### src/rtl/mem_port_arbiter.sv
// Arbitrates one single-ported, variable-latency memory between instruction
// fetch (IF) and load/store (D), with D priority, starvation bound and timeout.
module mem_port_arbiter #(
  parameter int ADDR_W    = 32,
  parameter int DATA_W    = 32,
  parameter int MAX_D_RUN = 4,
  parameter int TIMEOUT   = 255
) (
  input  logic              clk,
  input  logic              rst,
  input  logic              if_req,
  input  logic [ADDR_W-1:0] if_addr,
  output logic [DATA_W-1:0] if_rdata,
  output logic              if_ack,
  input  logic              d_req,
  input  logic              d_we,
  input  logic [ADDR_W-1:0] d_addr,
  input  logic [DATA_W-1:0] d_wdata,
  output logic [DATA_W-1:0] d_rdata,
  output logic              d_ack,
  output logic              mem_req,
  output logic              mem_we,
  output logic [ADDR_W-1:0] mem_addr,
  output logic [DATA_W-1:0] mem_wdata,
  input  logic [DATA_W-1:0] mem_rdata,
  input  logic              mem_ready,
  output logic              stall,
  output logic              err
);
  localparam int RW = $clog2(MAX_D_RUN + 1);
  localparam int TW = $clog2(TIMEOUT + 1);
  localparam logic [RW-1:0] RUN_MAX = RW'(MAX_D_RUN);
  localparam logic [TW-1:0] TO_LAST = TW'(TIMEOUT - 1);

  typedef enum logic [1:0] {IDLE, BUSY_I, BUSY_D} state_t;

  state_t            state, state_nxt;
  logic [RW-1:0]     run_cnt, run_nxt;
  logic [TW-1:0]     to_cnt, to_nxt;
  logic              if_pend, d_pend, grant_d, grant_i, done, abort;
  logic              mem_req_nxt, mem_we_nxt, if_ack_nxt, d_ack_nxt, err_nxt;
  logic [ADDR_W-1:0] mem_addr_nxt;
  logic [DATA_W-1:0] mem_wdata_nxt, if_rdata_nxt, d_rdata_nxt;

  // A requester sitting in its ack cycle still holds req; it must not re-win.
  assign if_pend = if_req & ~if_ack;
  assign d_pend  = d_req & ~d_ack;
  assign stall   = if_pend | d_pend;

  assign grant_d = (state == IDLE) & d_pend & ~(if_pend & (run_cnt == RUN_MAX));
  assign grant_i = (state == IDLE) & if_pend & ~grant_d;
  assign done    = (state != IDLE) & mem_ready;
  assign abort   = (state != IDLE) & ~mem_ready & (to_cnt == TO_LAST);

  always_ff @(posedge clk or negedge rst) begin
    if (!rst) begin
      state     <= IDLE;
      run_cnt   <= '0;
      to_cnt    <= '0;
      mem_req   <= 1'b0;
      mem_we    <= 1'b0;
      mem_addr  <= '0;
      mem_wdata <= '0;
      if_rdata  <= '0;
      d_rdata   <= '0;
      if_ack    <= 1'b0;
      d_ack     <= 1'b0;
      err       <= 1'b0;
    end else begin
      state     <= state_nxt;
      run_cnt   <= run_nxt;
      to_cnt    <= to_nxt;
      mem_req   <= mem_req_nxt;
      mem_we    <= mem_we_nxt;
      mem_addr  <= mem_addr_nxt;
      mem_wdata <= mem_wdata_nxt;
      if_rdata  <= if_rdata_nxt;
      d_rdata   <= d_rdata_nxt;
      if_ack    <= if_ack_nxt;
      d_ack     <= d_ack_nxt;
      err       <= err_nxt;
    end
  end

  always_comb begin
    state_nxt = state;
    unique case (state)
      IDLE: begin
        if (grant_d)      state_nxt = BUSY_D;
        else if (grant_i) state_nxt = BUSY_I;
      end
      default: if (done | abort) state_nxt = IDLE;
    endcase
  end

  always_comb begin
    mem_req_nxt   = mem_req;
    mem_we_nxt    = mem_we;
    mem_addr_nxt  = mem_addr;
    mem_wdata_nxt = mem_wdata;
    if_rdata_nxt  = if_rdata;
    d_rdata_nxt   = d_rdata;
    if_ack_nxt    = 1'b0;
    d_ack_nxt     = 1'b0;
    err_nxt       = 1'b0;
    run_nxt       = run_cnt;
    to_nxt        = to_cnt;
    if (grant_d | grant_i) begin
      mem_req_nxt   = 1'b1;
      mem_we_nxt    = grant_d & d_we;
      mem_addr_nxt  = grant_d ? d_addr : if_addr;
      mem_wdata_nxt = grant_d ? d_wdata : '0;
      to_nxt        = '0;
      // Count only D wins that actually made IF wait; saturate at the bound.
      if (grant_i | ~if_req)      run_nxt = '0;
      else if (run_cnt != RUN_MAX) run_nxt = run_cnt + 1'b1;
    end else if (state != IDLE) begin
      if (done | abort) begin
        mem_req_nxt = 1'b0;
        err_nxt     = abort;
        if (state == BUSY_I) begin
          if_ack_nxt   = 1'b1;
          if_rdata_nxt = done ? mem_rdata : '0;
        end else begin
          d_ack_nxt = 1'b1;
          if (abort)        d_rdata_nxt = '0;
          else if (!mem_we) d_rdata_nxt = mem_rdata;
        end
      end else begin
        to_nxt = to_cnt + 1'b1;
      end
    end
  end
endmodule

### config.mk
export PLATFORM = sky130hd
export DESIGN_NAME = mem_port_arbiter
export DESIGN_NICKNAME = d
export VERILOG_FILES = /design/src/rtl/mem_port_arbiter.sv
export SDC_FILE = /design/constraint.sdc
export NUM_CORES = 1
export LEC_CHECK = 0
export BUFFER_PORTS_ARGS = -buffer_cell sky130_fd_sc_hd__buf_2
export CAP_MARGIN = 25
export CORE_ASPECT_RATIO = 1.2
export CORE_UTILIZATION = 30
export CTS_CLUSTER_DIAMETER = 30
export CTS_CLUSTER_SIZE = 25
export DETAILED_ROUTE_END_ITERATION = 7
export GPL_ROUTABILITY_DRIVEN = 0
export PLACE_DENSITY_LB_ADDON = 0.1
export RECOVER_POWER = 50
export SYNTH_ARGS = -nofsm -noshare
export SYNTH_HDL_FRONTEND = slang
export SYNTH_SLANG_ARGS = --single-unit
### constraint.sdc
create_clock -name clk -period 2.2 [get_ports clk]
set_clock_uncertainty 0.15 [all_clocks]
set_input_delay 0.11 -clock clk [delete_from_list [all_inputs] [get_ports clk]]
set_output_delay 0.11 -clock clk [all_outputs]
set_load 0.05 [all_outputs]
Yosys cells after proc, flatten, opt, wreduce, memory -nomap -nowiden

Index checks and enable logic that the tools add are counted.

Word-level logic and storage cells: 84
Input bits: 134
Register bits: 146
Output and inout port bits: 134

Add/sub/neg operators: 2
Bitwise gates (word level): 23
Muxes and demuxes: 28
Reductions and logical operators: 12
Eq/ne operators: 7

Operator list:

| cell                  | count |
|---|---|
| $mux W32              | 5 |
| $mux W8               | 3 |
| $mux W1               | 14 |
| $and A1 B1 Y1         | 11 |
| $reduce_bool A2 Y1    | 5 |
| $add A8 B1 Y8 const B | 1 |
| $eq A8 B8 Y1 const B  | 1 |
| $mux W2               | 4 |
| $not A1 Y1            | 8 |
| $reduce_and A2 Y1     | 4 |
| $mux W3               | 2 |
| $ne A3 B3 Y1 const B  | 2 |
| $reduce_and A5 Y1     | 1 |
| $ne A2 B1 Y1 const B  | 2 |
| $or A1 B1 Y1          | 4 |
| $reduce_and A4 Y1     | 1 |
| $add A3 B1 Y3 const B | 1 |
| $eq A3 B3 Y1 const B  | 1 |
| $eq A2 B1 Y1 const B  | 1 |
| $logic_not A2 Y1      | 1 |

Longest topological paths before layout

Gate-level depths: netlist (run 1).

Depth in word-level cells: 10
Depth in mapped cells: 8
Depth with buffers taken out: 6

Worst setup path before layout (run 1)

OpenSTA, ideal clock, no wires.

Path kind: flip-flop to flip-flop
Start: reg to_cnt[0]
End: reg if_rdata[0]
Data required time: 1.929 ns
Cell stages (with the launch flop): 9
Data arrival time: 1.715 ns
Buffers on the path: 2
Setup time: 0.121 ns
Slack: 0.214 ns
Period minus slack after synthesis: 1.986 ns
Path through: dfrtp_1 > inv_1 > ha_1 > and3_1 > a21oi_2 > or3_1 > buf_6 > buf_6 > a22o_1

Word-level cells in the longest chain between the ends: 4

RTL lines:

| what                               | line | source |
|---|---|---|
| start: declaration                 | 39   | `logic [TW-1:0] to_cnt, to_nxt;` |
| start signal: assignment           | 72   | `to_cnt <= to_nxt;` |
| $eq A8 B8 Y1                       | 53   | `assign abort = (state != IDLE) & ~mem_ready & (to_cnt == TO_LAST);` |
| $and A1 B1 Y1                      | 53   |  |
| $or A1 B1 Y1                       | 118  | `if (done \| abort) begin` |
| $reduce_and A4 Y1 (no source line) | -    |  |
| end signal: assignment             | 77   | `if_rdata <= if_rdata_nxt;` |
| end: declaration                   | 13   | `output logic [DATA_W-1:0] if_rdata,` |

Every way passes these cells.
A chain may end at the register's enable or synchronous reset.

Final worst setup path (run 1)

Start: reg to_cnt[1]
End: reg if_rdata[30]

Same word-level chain as after synthesis.

==> results of run 1 <==
[kinds of logic (layout without fill, tap and decap cells)]
group,count (synthesis),count (layout),synth area share (%)
flops,146,146,63.1
compound gates,154,154,20.4
simple gates,77,77,6.35
mux,34,34,5.88
buf+inv,38,451,3.41
fa+ha+maj,4,4,0.864
[through the flow]
| step | setup WS (ns) | cell area [um2] | hold slack [ns] | util [%] |
|---|---|---|---|---|
| 5_1_grt | 0.0271 | 9260 | 0.290 | 49.1 |
| 4_1_cts | 0.148 | 9360 | 0.155 | 49.6 |
| 3_5_place_dp | 0.166 | 7480 | 0.0295 | 39.6 |
| 6_report | 0.148 | 9260 | 0.302 | 49.1 |
| 3_3_place_gp | 0.220 | 7480 | 0.0146 | 39.6 |
| 2_1_floorplan | 0.214 | 5790 | -0.336 | - |
[path summary, 6_finish.rpt]
| kind | startpoint | to | slack [ns] | cells after the start |
|---|---|---|---|---|
| worst max-delay path | to_cnt[1] | if_rdata[30] | 0.15 | 6 |
| worst min-delay path | d_wdata[25] | mem_wdata[25] | 0.30 | 3 |
| worst max register to register | to_cnt[1] | if_rdata[30] | 0.15 | 6 |
| worst min register to register | mem_addr[30] | mem_addr[30] | 0.33 | 2 |
| max in group asynchronous | rst | if_rdata[11] | 0.31 | 3 |
| min in group asynchronous | rst | mem_wdata[22] | 0.49 | 2 |
[area by class of cell]
type	count	area, um2
fillers	1785	9600
flip-flops and latches	146	3650
repair buffers	413	2740
multi-input cells	269	1960
clock buffers	17	425
well taps	256	320
clock inverters	15	129
inverters	6	22.5
[registers in the layout, summed over array words and instances, names as in the netlist]
signal     flops
d_rdata       32
if_rdata      32
mem_addr      32
mem_wdata     32
to_cnt         8
run_cnt        3
state          2
d_ack          1
err            1
if_ack         1
mem_req        1
mem_we         1
[cells in the final DEF, fill, tap and decap left out, types with 5 or more instances in the layout]
master         netlist  routed
clkbuf_1            13      66
nand3_1              6       6
a22o_1              98      98
inv_1                6       6
buf_4                3       7
mux2i_1             34      34
dfrtp_1            146     146
o21ai_1             11      10
clkbuf_16            0      17
a21oi_1              5       5
nand2_1             45      45
dlygate4sd3_1        0     133
o21ai_0             26      26
clkinv_4             0       6
buf_2               11     201
[timing repair]
item	in CTS	in global routing
hold buffers	133	0
hold endpoints to repair	202	0
gates resized for setup	0	0
[worst reg2reg max path, cell delays in order (launching register included)]
cell and delay [ns]:
dfrtp_1 0.43, ha_1 0.24, and3_1 0.22, a21oi_2 0.09, or3_1 0.36, buf_12 0.20
a22o_1 0.26
[cell usage after synthesis, drive strengths merged, types with 3 or more instances]
cell type | number | share of area, %
nor2b | 4 | 0.43
nor2 | 3 | 0.24
mux2i | 34 | 5.9
nand2 | 45 | 2.9
clkbuf | 13 | 0.84
a21oi | 6 | 0.58
o21ai | 39 | 3.5
dfrtp | 146 | 63
ha | 4 | 0.86
inv | 6 | 0.39
a22o | 98 | 15
nand3 | 6 | 0.52
buf | 19 | 2.2
nand2b | 3 | 0.32
[routing by layer]
layer	part of all wire, %	track usage, %
met2	47	29.4
met4	1.6	5.83
met5	0	0
met1	44	21.5
met3	7.7	5.95
[power groups by stage]
stage          Sequential (mW)  Clock [mW]  Combinational, mW
3_3_place_gp              4.48           0               7.67
5_1_grt                   4.68        2.90               8.17
4_1_cts                   4.49        2.77               7.93
2_1_floorplan             8.27           0               1.97
3_5_place_dp              4.48           0               7.77
6_report                  4.51        2.68               7.72
==> results by group, run 1 <==
Clock tree
  • Setup bufs post-CTS: 0
  • CTS buffer count: 17
  • TritonCTS clock tree: yes
  • Worst-path clk slew: 0.06 ns
  • H-tree Lvls: 4
  • Clock net sink count: 146
  • CTS root buf: clkbuf_16
  • Worst-Skew Late Latency: 0.41 ns
  • Longest Clk Path Bufs: 2

Yosys
  • Synthesis-stage register bit count: 146
  • Mapped Nets: 591
  • Asr flop ratio synth: 100%
  • Count of cell types in the netlist: 41
  • Synth Warn #: 0
  • Sequential area share after synthesis: 63.1%
  • Post-synth EDFFs: 0
  • Main synth FF type: dfrtp_1
  • Avg Cell Area, Syn: 12.8 um2
  • Post-Syn Area: 5790 um2
  • Cells after synthesis: 453

Setup path
  • Critical path required time: 2.35 ns
  • Crit path kind: flop to flop
  • Crit path DAT: 2.20 ns
  • CP bufs+invs: 1
  • Critical Path Source Type: flop
  • Worst path max stage delay: 0.43 ns
  • Delay-heaviest family, CP: simple AND/OR/NAND/NOR gates
  • CP Capture Type: flop
  • Worst-path maximum fanout: 33
  • Slowest cell on the critical path: dfrtp_1
  • Crit-path cells: ha_1 > and3_1 > a21oi_2 > or3_1 > buf_12 > a22o_1

Place
  • Placed insts: 957
  • DP HPWL: 10,900 um
  • IO buf count: 267

Detailed routing
  • Post-DRT Antenna Nets: 0
  • Post-route DRC: 0
  • DR WL/cell: 15.3 um
  • Total wire length: 17,200 um
  • Vias per cell: 4.64
  • Vias: 5,208
  • 1st-pass router iterations: 4
  • Starting DRT DRC Count: 157

Global routing
  • First-pass GRT wire length: 27,200 um
  • Vias in the first global route: 5,325
  • Initial antenna violation count: 0
  • GRT Overall Usage: 17.7%
  • Largest net degree at the start of global routing: 71
  • Gr ovfl total: 0

Power
  • Switching Fraction: 50.9%
  • Leakage: 4.59 nW
  • Pwr dens: 1610 nW/um2
  • Comb pwr share: 51.8%
  • Pint: 7.32 mW
  • Pwr Total: 14.9 mW
  • Sequential power share: 30.3%
  • NetSw: 7.59 mW
  • Clk pwr share: 17.9%
  • Peak supply drop: 0.973 mV

STA
  • Slew headroom: -7.87%
  • Setup_tns: 0 ns
  • Count of final hold-check violations: 0
  • Max Clock Freq: 487 MHz
  • Final slew viol count: 70
  • Final setup fails: 0
  • Final period demand of the worst path: 2.05 ns
  • Post-route clock period utilization: 93.3%
  • Slew at the pin closest to its max-slew limit: 1.62 ns
  • RSZ-0062 raised after global routing: no

Cells and area
  • Fin cells: 1,122
  • P&R area growth vs syn: 59.9%
  • Share of cells above drive strength 1: 29.4%
  • Nets: 991
  • # diodes: 0

Floorplan
  • Die area: 19,900 um2
  • Initial Util: 30.7%
  • Die width: 129 um
  • FP Rows: 55
  • Ports: 268
  • Core Box Area: 18,900 um2
  • Die Ht: 154 um

Status
  • Outcome: finished with violations
  • Violated checks: max-capacitance violations, max-slew violations

Worst hold path
  • Hold Path Class: input port to flop

Job
  • Max_cap viols: 1
(Power assumes the default switching activity.)
==> inputs of run 2 (changes only) <==
--- a/config.mk
+++ b/config.mk
@@ -5,7 +5,7 @@
 export SDC_FILE = /design/constraint.sdc
 export NUM_CORES = 1
 export LEC_CHECK = 0
-export BUFFER_PORTS_ARGS = -buffer_cell sky130_fd_sc_hd__buf_2
+export BUFFER_PORTS_ARGS = -buffer_cell sky130_fd_sc_hd__buf_4
 export CAP_MARGIN = 25
 export CORE_ASPECT_RATIO = 1.2
 export CORE_UTILIZATION = 30
==> constraint.sdc (replaced) <==
create_clock -name clk -period 1.9 [get_ports clk]
set_clock_uncertainty 0.15 [all_clocks]
set_input_delay 0.095 -clock clk [delete_from_list [all_inputs] [get_ports clk]]
set_output_delay 0.095 -clock clk [all_outputs]
set_load 0.05 [all_outputs]
==> run 2 against run 1 <==
  * The run now ends clean
  * Worst setup slack worse by 0.13 ns
  * Count of clock-buffer cells in the layout is 2 higher
  * Wire length rose by 6.4%
  * First-iteration DRC count up 11%
  * Critical path type unchanged
  * Highest routed layer unchanged
  * Clock power up 32%
  * Global-route usage grew 0.47 points
  * Sequential power up 16%
  * Non-clock buffer count rose by 13
  * Register-to-register slack got worse by 0.13 ns
  * Final area up 9.4%
  * Largest power group unchanged
==> results by group, run 2 (synthesis results as in run 1) <==
Status
  • Outcome: completed

STA
  • Slew at the pin closest to its max-slew limit: 1.21 ns
  • Worst setup margin: 0.0155 ns
  • Final setup fails: 0
  • Setup_tns: 0 ns
  • Final period demand of the worst path: 1.88 ns
  • Slew headroom: 19.3%
  • Max Clock Freq: 531 MHz
  • Count of final hold-check violations: 0
  • RSZ-0062 raised after global routing: yes
  • Post-route clock period utilization: 99.2%
  • Final slew viol count: 0

Place
  • IO buf count: 267
  • DP HPWL: 11,400 um
  • Post-DP Area: 8210 um2
  • Placed insts: 964
  • Dpl ws: -0.00618 ns

Job
  • Max_cap viols: 0

Power
  • Leakage: 4.94 nW
  • Pwr Total: 18.6 mW
  • Peak supply drop: 1.16 mV
  • Pwr dens: 1830 nW/um2

Cells and area
  • Share of cells above drive strength 1: 33.7%
  • # diodes: 0
  • Final instance area: 10,100 um2
  • Most frequent cells in the layout: buf_4, dfrtp_1, dlygate4sd3_1
  • P&R area growth vs syn: 74.8%
  • Fin cells: 1,135
  • Nets: 1,004
  • Commonest non-fill, non-tap cell in the layout: buf_4

Setup path
  • Worst-path maximum fanout: 33
  • CP Capture Type: flop
  • Crit path kind: flop to flop
  • Slowest cell on the critical path: dfrtp_1
  • Crit path DAT: 2.04 ns
  • Critical Path Source Type: flop
  • Crit-path cells: inv_1 > ha_2 > and3_4 > a21oi_4 > or3_4 > buf_12 > a22o_1
  • Critical path required time: 2.05 ns
  • Delay-heaviest family, CP: simple AND/OR/NAND/NOR gates
  • CP bufs+invs: 2
  • Worst path max stage delay: 0.37 ns

Clock tree
  • Worst-path clk slew: 0.06 ns
  • H-tree Lvls: 4
  • TritonCTS clock tree: yes
  • CTS root buf: clkbuf_16
  • CTS buffer count: 17
  • Clock net sink count: 146
  • Longest Clk Path Bufs: 2
  • Worst-Skew Late Latency: 0.41 ns

Global routing
  • Gr ovfl total: 0
  • Initial antenna violation count: 0
  • Vias in the first global route: 5,455
  • First-pass GRT wire length: 28,100 um
  • Largest net degree at the start of global routing: 77
  • GRT Overall Usage: 18.2%

Detailed routing
  • WL met1: 7990 um
  • Vias: 5,252
  • Vias per cell: 4.63
  • Starting DRT DRC Count: 175
  • Max layer used: met4
  • 1st-pass router iterations: 4
  • Metal2 WL: 8690 um
  • DR WL/cell: 16.1 um
  • Total wire length: 18,300 um
  • Post-DRT Antenna Nets: 0
  • Post-route DRC: 0
  • Met3 WL: 1400 um

Floorplan
  • Die width: 129 um
  • FP Rows: 55
  • Core Box Area: 18,900 um2
  • Die Ht: 154 um
  • Initial Util: 30.7%
  • Ports: 268
  • Die area: 19,900 um2

Worst hold path
  • Hold Path Class: input port to flop
[run 2: final timing paths]
kind                              start       endpoint  slack, ns  cells past startpoint
min in group asynchronous           rst  mem_wdata[19]       0.32                      2
setup / recovery              to_cnt[0]    if_rdata[5]       0.02                      7
hold reg to reg            mem_addr[27]   mem_addr[27]       0.33                      2
setup reg to reg              to_cnt[0]    if_rdata[5]       0.02                      7
hold / removal              d_wdata[29]  mem_wdata[29]       0.29                      3
max in group asynchronous           rst  mem_wdata[13]       0.29                      3
[run 2: area by class of cell]
class / instances / area (um2)
Multi-Input combinational cell: 269 / 2010
Timing Repair Buffer: 426 / 3490
Clock inverter: 13 / 171
Sequential cell: 146 / 3650
Tap cell: 256 / 320
Clock buffer: 19 / 453
Inverter: 6 / 22.5
Fill cell: 1681 / 8730
[run 2: routing by layer]
layer | track usage, % | vias to the layer above
met1 | 22.7 | 2523
met5 | 0 | -
met4 | 5.27 | 0
met3 | 5.74 | 16
met2 | 30.1 | 210
li1 | - | 2503
[run 2: metrics by stage]
stage | util [%] | hold WS [ns]
5_1_grt | 53.7 | 0.285
3_3_place_gp | 43.6 | -0.0997
3_5_place_dp | 43.6 | -0.0969
4_1_cts | 54.0 | 0.0266
2_1_floorplan | - | -0.351
6_report | 53.7 | 0.289
[run 2: worst register-to-register path, stage by stage (launching register included)]
cell and delay, ns:
dfrtp_1 0.37, inv_1 0.06, ha_2 0.17, and3_4 0.20
a21oi_4 0.06, or3_4 0.34, buf_12 0.18, a22o_1 0.26
[run 2: what timing repair did]
item	CTS	global route
hold endpoints to repair	280	0
hold buffers	133	0
endpoints found under the setup margin	21	121
gates cloned	0	3
buffers inserted	0	3
gates resized for setup	1	9
pin swaps	0	1
[run 2: power by group]
part	switching, mW	internal, mW	total, mW
clock	1.37	2.16	3.54
combinational	6.73	3.06	9.79
sequential	0.794	4.45	5.24
total	8.90	9.67	18.6
==> inputs of run 3 (changes only) <==
--- a/config.mk
+++ b/config.mk
@@ -9,6 +9,7 @@
 export CAP_MARGIN = 25
 export CORE_ASPECT_RATIO = 1.2
 export CORE_UTILIZATION = 30
+export CTS_BUF_LIST = sky130_fd_sc_hd__clkbuf_2
 export CTS_CLUSTER_DIAMETER = 30
 export CTS_CLUSTER_SIZE = 25
 export DETAILED_ROUTE_END_ITERATION = 7
==> constraint.sdc (replaced) <==
create_clock -name clk -period 1.9 [get_ports clk]
set_clock_uncertainty 0.15 [all_clocks]
set_input_delay 0.19 -clock clk [delete_from_list [all_inputs] [get_ports clk]]
set_output_delay 0.19 -clock clk [all_outputs]
set_load 0.05 [all_outputs]
==> run 3 against run 2 <==
  * The flow now finishes with violations (negative setup slack)
  * Flip-flop and latch count unchanged
  * Sequential share of layout area down 1.4 points
  * First-iteration DRC count down 14%
  * Cell count up 5.5%
  * Global-route usage up 1.4 points
  * Utilization up 2.1 points
  * Via count up 6.4%
  * Total power down 5.6%
  * Worst setup slack worse by 0.040 ns
  * Critical endpoint is now if_rdata[14]
==> results by group, run 3 (synthesis results as in run 1) <==
Detailed routing
  • Post-route DRC: 0
  • Vias per cell: 4.67
  • DR WL/cell: 16.4 um
  • Total wire length: 19,600 um
  • Starting DRT DRC Count: 151
  • Post-DRT Antenna Nets: 0
  • Vias: 5,586
  • 1st-pass router iterations: 5

STA
  • Setup_tns: -0.0499 ns
  • Final slew viol count: 0
  • RSZ-0062 raised after global routing: yes
  • Final setup fails: 7
  • Final period demand of the worst path: 1.92 ns
  • Slew headroom: 47.6%
  • Max Clock Freq: 520 MHz
  • Count of final hold-check violations: 0
  • Post-route clock period utilization: 101%
  • Fin Hold WS: 0.128 ns
  • Slew at the pin closest to its max-slew limit: 0.785 ns
  • Worst setup margin: -0.0240 ns

Setup path
  • Slowest cell on the critical path: dfrtp_1
  • Worst-path maximum fanout: 17
  • Crit path DAT: 2.35 ns
  • Worst path max stage delay: 0.42 ns
  • CP Capture Type: flop
  • Crit path kind: flop to flop
  • Critical path required time: 2.33 ns
  • Crit-path cells: inv_1 > ha_2 > and3_4 > a21oi_2 > or3_4 > buf_12 > a22o_1
  • Critical Path Source Type: flop

Global routing
  • GRT Overall Usage: 19.6%
  • Vias in the first global route: 5,895
  • First-pass GRT wire length: 30,000 um
  • Largest net degree at the start of global routing: 77
  • Initial antenna violation count: 1
  • Gr ovfl total: 0

Status
  • Violated checks: negative setup slack
  • Outcome: finished with violations

Clock tree
  • CTS root buf: clkbuf_2
  • Worst-path clk slew: 0.20 ns
  • CTS buffer count: 17
  • Worst-Skew Late Latency: 0.68 ns
  • Longest Clk Path Bufs: 2
  • Clock net sink count: 146
  • H-tree Lvls: 4
  • TritonCTS clock tree: yes

Place
  • DP HPWL: 11,600 um
  • IO buf count: 267
  • Post-DP Area: 8220 um2

Power
  • Switching Fraction: 50.1%
  • Comb pwr share: 58.8%
  • Clk pwr share: 11.5%
  • Leakage: 5.23 nW
  • Pwr Total: 17.5 mW
  • Sequential power share: 29.8%
  • NetSw: 8.78 mW
  • Pwr dens: 1670 nW/um2
  • Peak supply drop: 1.07 mV
  • Pint: 8.76 mW

Cells and area
  • Share of cells above drive strength 1: 36.4%
  • Fin util: 55.8%
  • Nets: 1,066
  • Final instance area: 10,500 um2
  • Commonest non-fill, non-tap cell in the layout: buf_4
  • P&R area growth vs syn: 81.7%
  • Most frequent cells in the layout: buf_4, dlygate4sd3_1, dfrtp_1

Floorplan
  • Die width: 129 um
  • Ports: 268
  • Die area: 19,900 um2
  • Die Ht: 154 um
  • FP Rows: 55
  • Initial Util: 30.7%
  • Core Box Area: 18,900 um2

Job
  • Max_cap viols: 0

Worst hold path
  • Hold Path Class: input port to flop
==> run 3: changes by cell type in the layout (fill, tap and decap cells not counted), moves of 3 or more <==
| cell | before | now |
|---|---|---|
| buf_4 | 233 | 255 |
| buf_6 | 2 | 5 |
| clkbuf_1 | 47 | 2 |
| clkbuf_16 | 19 | 2 |
| clkbuf_2 | 1 | 40 |
| clkinv_4 | 1 | 5 |
| dlygate4sd3_1 | 133 | 191 |
| inv_6 | 5 | 0 |
==> run 3: final timing paths <==
| check | start | end | slack (ns) | depth (start not counted) |
|---|---|---|---|---|
| hold reg to reg | mem_addr[16] | mem_addr[16] | 0.36 | 2 |
| min in group asynchronous | rst | mem_wdata[19] | 0.24 | 3 |
| setup / recovery | to_cnt[0] | if_rdata[14] | -0.02 | 7 |
| hold / removal | d_wdata[7] | mem_wdata[7] | 0.13 | 3 |
| max in group asynchronous | rst | mem_addr[16] | 0.35 | 4 |
| setup reg to reg | to_cnt[0] | if_rdata[14] | -0.02 | 7 |
==> run 3: routing by layer <==
metal | vias to the layer above | part of all wire (%) | GRT usage (%)
met3 | 24 | 6.9 | 5.67
met4 | 0 | 1.6 | 7.73
met2 | 226 | 49 | 33.0
li1 | 2640 | - | -
met1 | 2696 | 42 | 23.3
met5 | - | 0 | 0
==> run 3: repair_timing <==
item | CTS | global route
gates cloned | 1 | 3
gates resized for setup | 9 | 11
setup buffers | 3 | 2
pin swaps | 24 | 1
hold endpoints to repair | 292 | 81
endpoints found under the setup margin | 33 | 115
hold buffers | 191 | 1
==> run 3: critical path, delay by kind of cell (launching register included) <==
kind                       cells  cell delay (ns)
and+or+nand+nor                2             0.57
buffers and inverters          2             0.24
adders and majority gates      1             0.17
DFF                            1             0.42
AOI/OAI and AO/OA              2             0.29
==> run 3: power groups by stage <==
stage | logic [mW] | registers [mW] | clock network [mW]
2_1_floorplan | 2.28 | 9.57 | 0
3_3_place_gp | 9.79 | 5.25 | 0
3_5_place_dp | 9.89 | 5.25 | 0
4_1_cts | 10.3 | 5.21 | 2.14
5_1_grt | 10.8 | 5.40 | 2.24
6_report | 10.3 | 5.22 | 2.01
==> run 3: cell type report <==
type | count | area (um2)
diodes | 1 | 2.50
clock buffers | 18 | 90.1
clock inverters | 13 | 188
fillers | 1559 | 8330
inverters | 6 | 22.5
multi-input cells | 269 | 2000
flip-flops and latches | 146 | 3650
well taps | 256 | 320
repair buffers | 488 | 4240
==> run 3: metrics by stage <==
step	instances	setup WS, ns
after floorplan	453	-0.0645
after global placement	965	0.0136
after detailed placement	965	0.00179
after CTS	1191	-0.0542
after global routing	1197	-0.111
final	1197	-0.0240
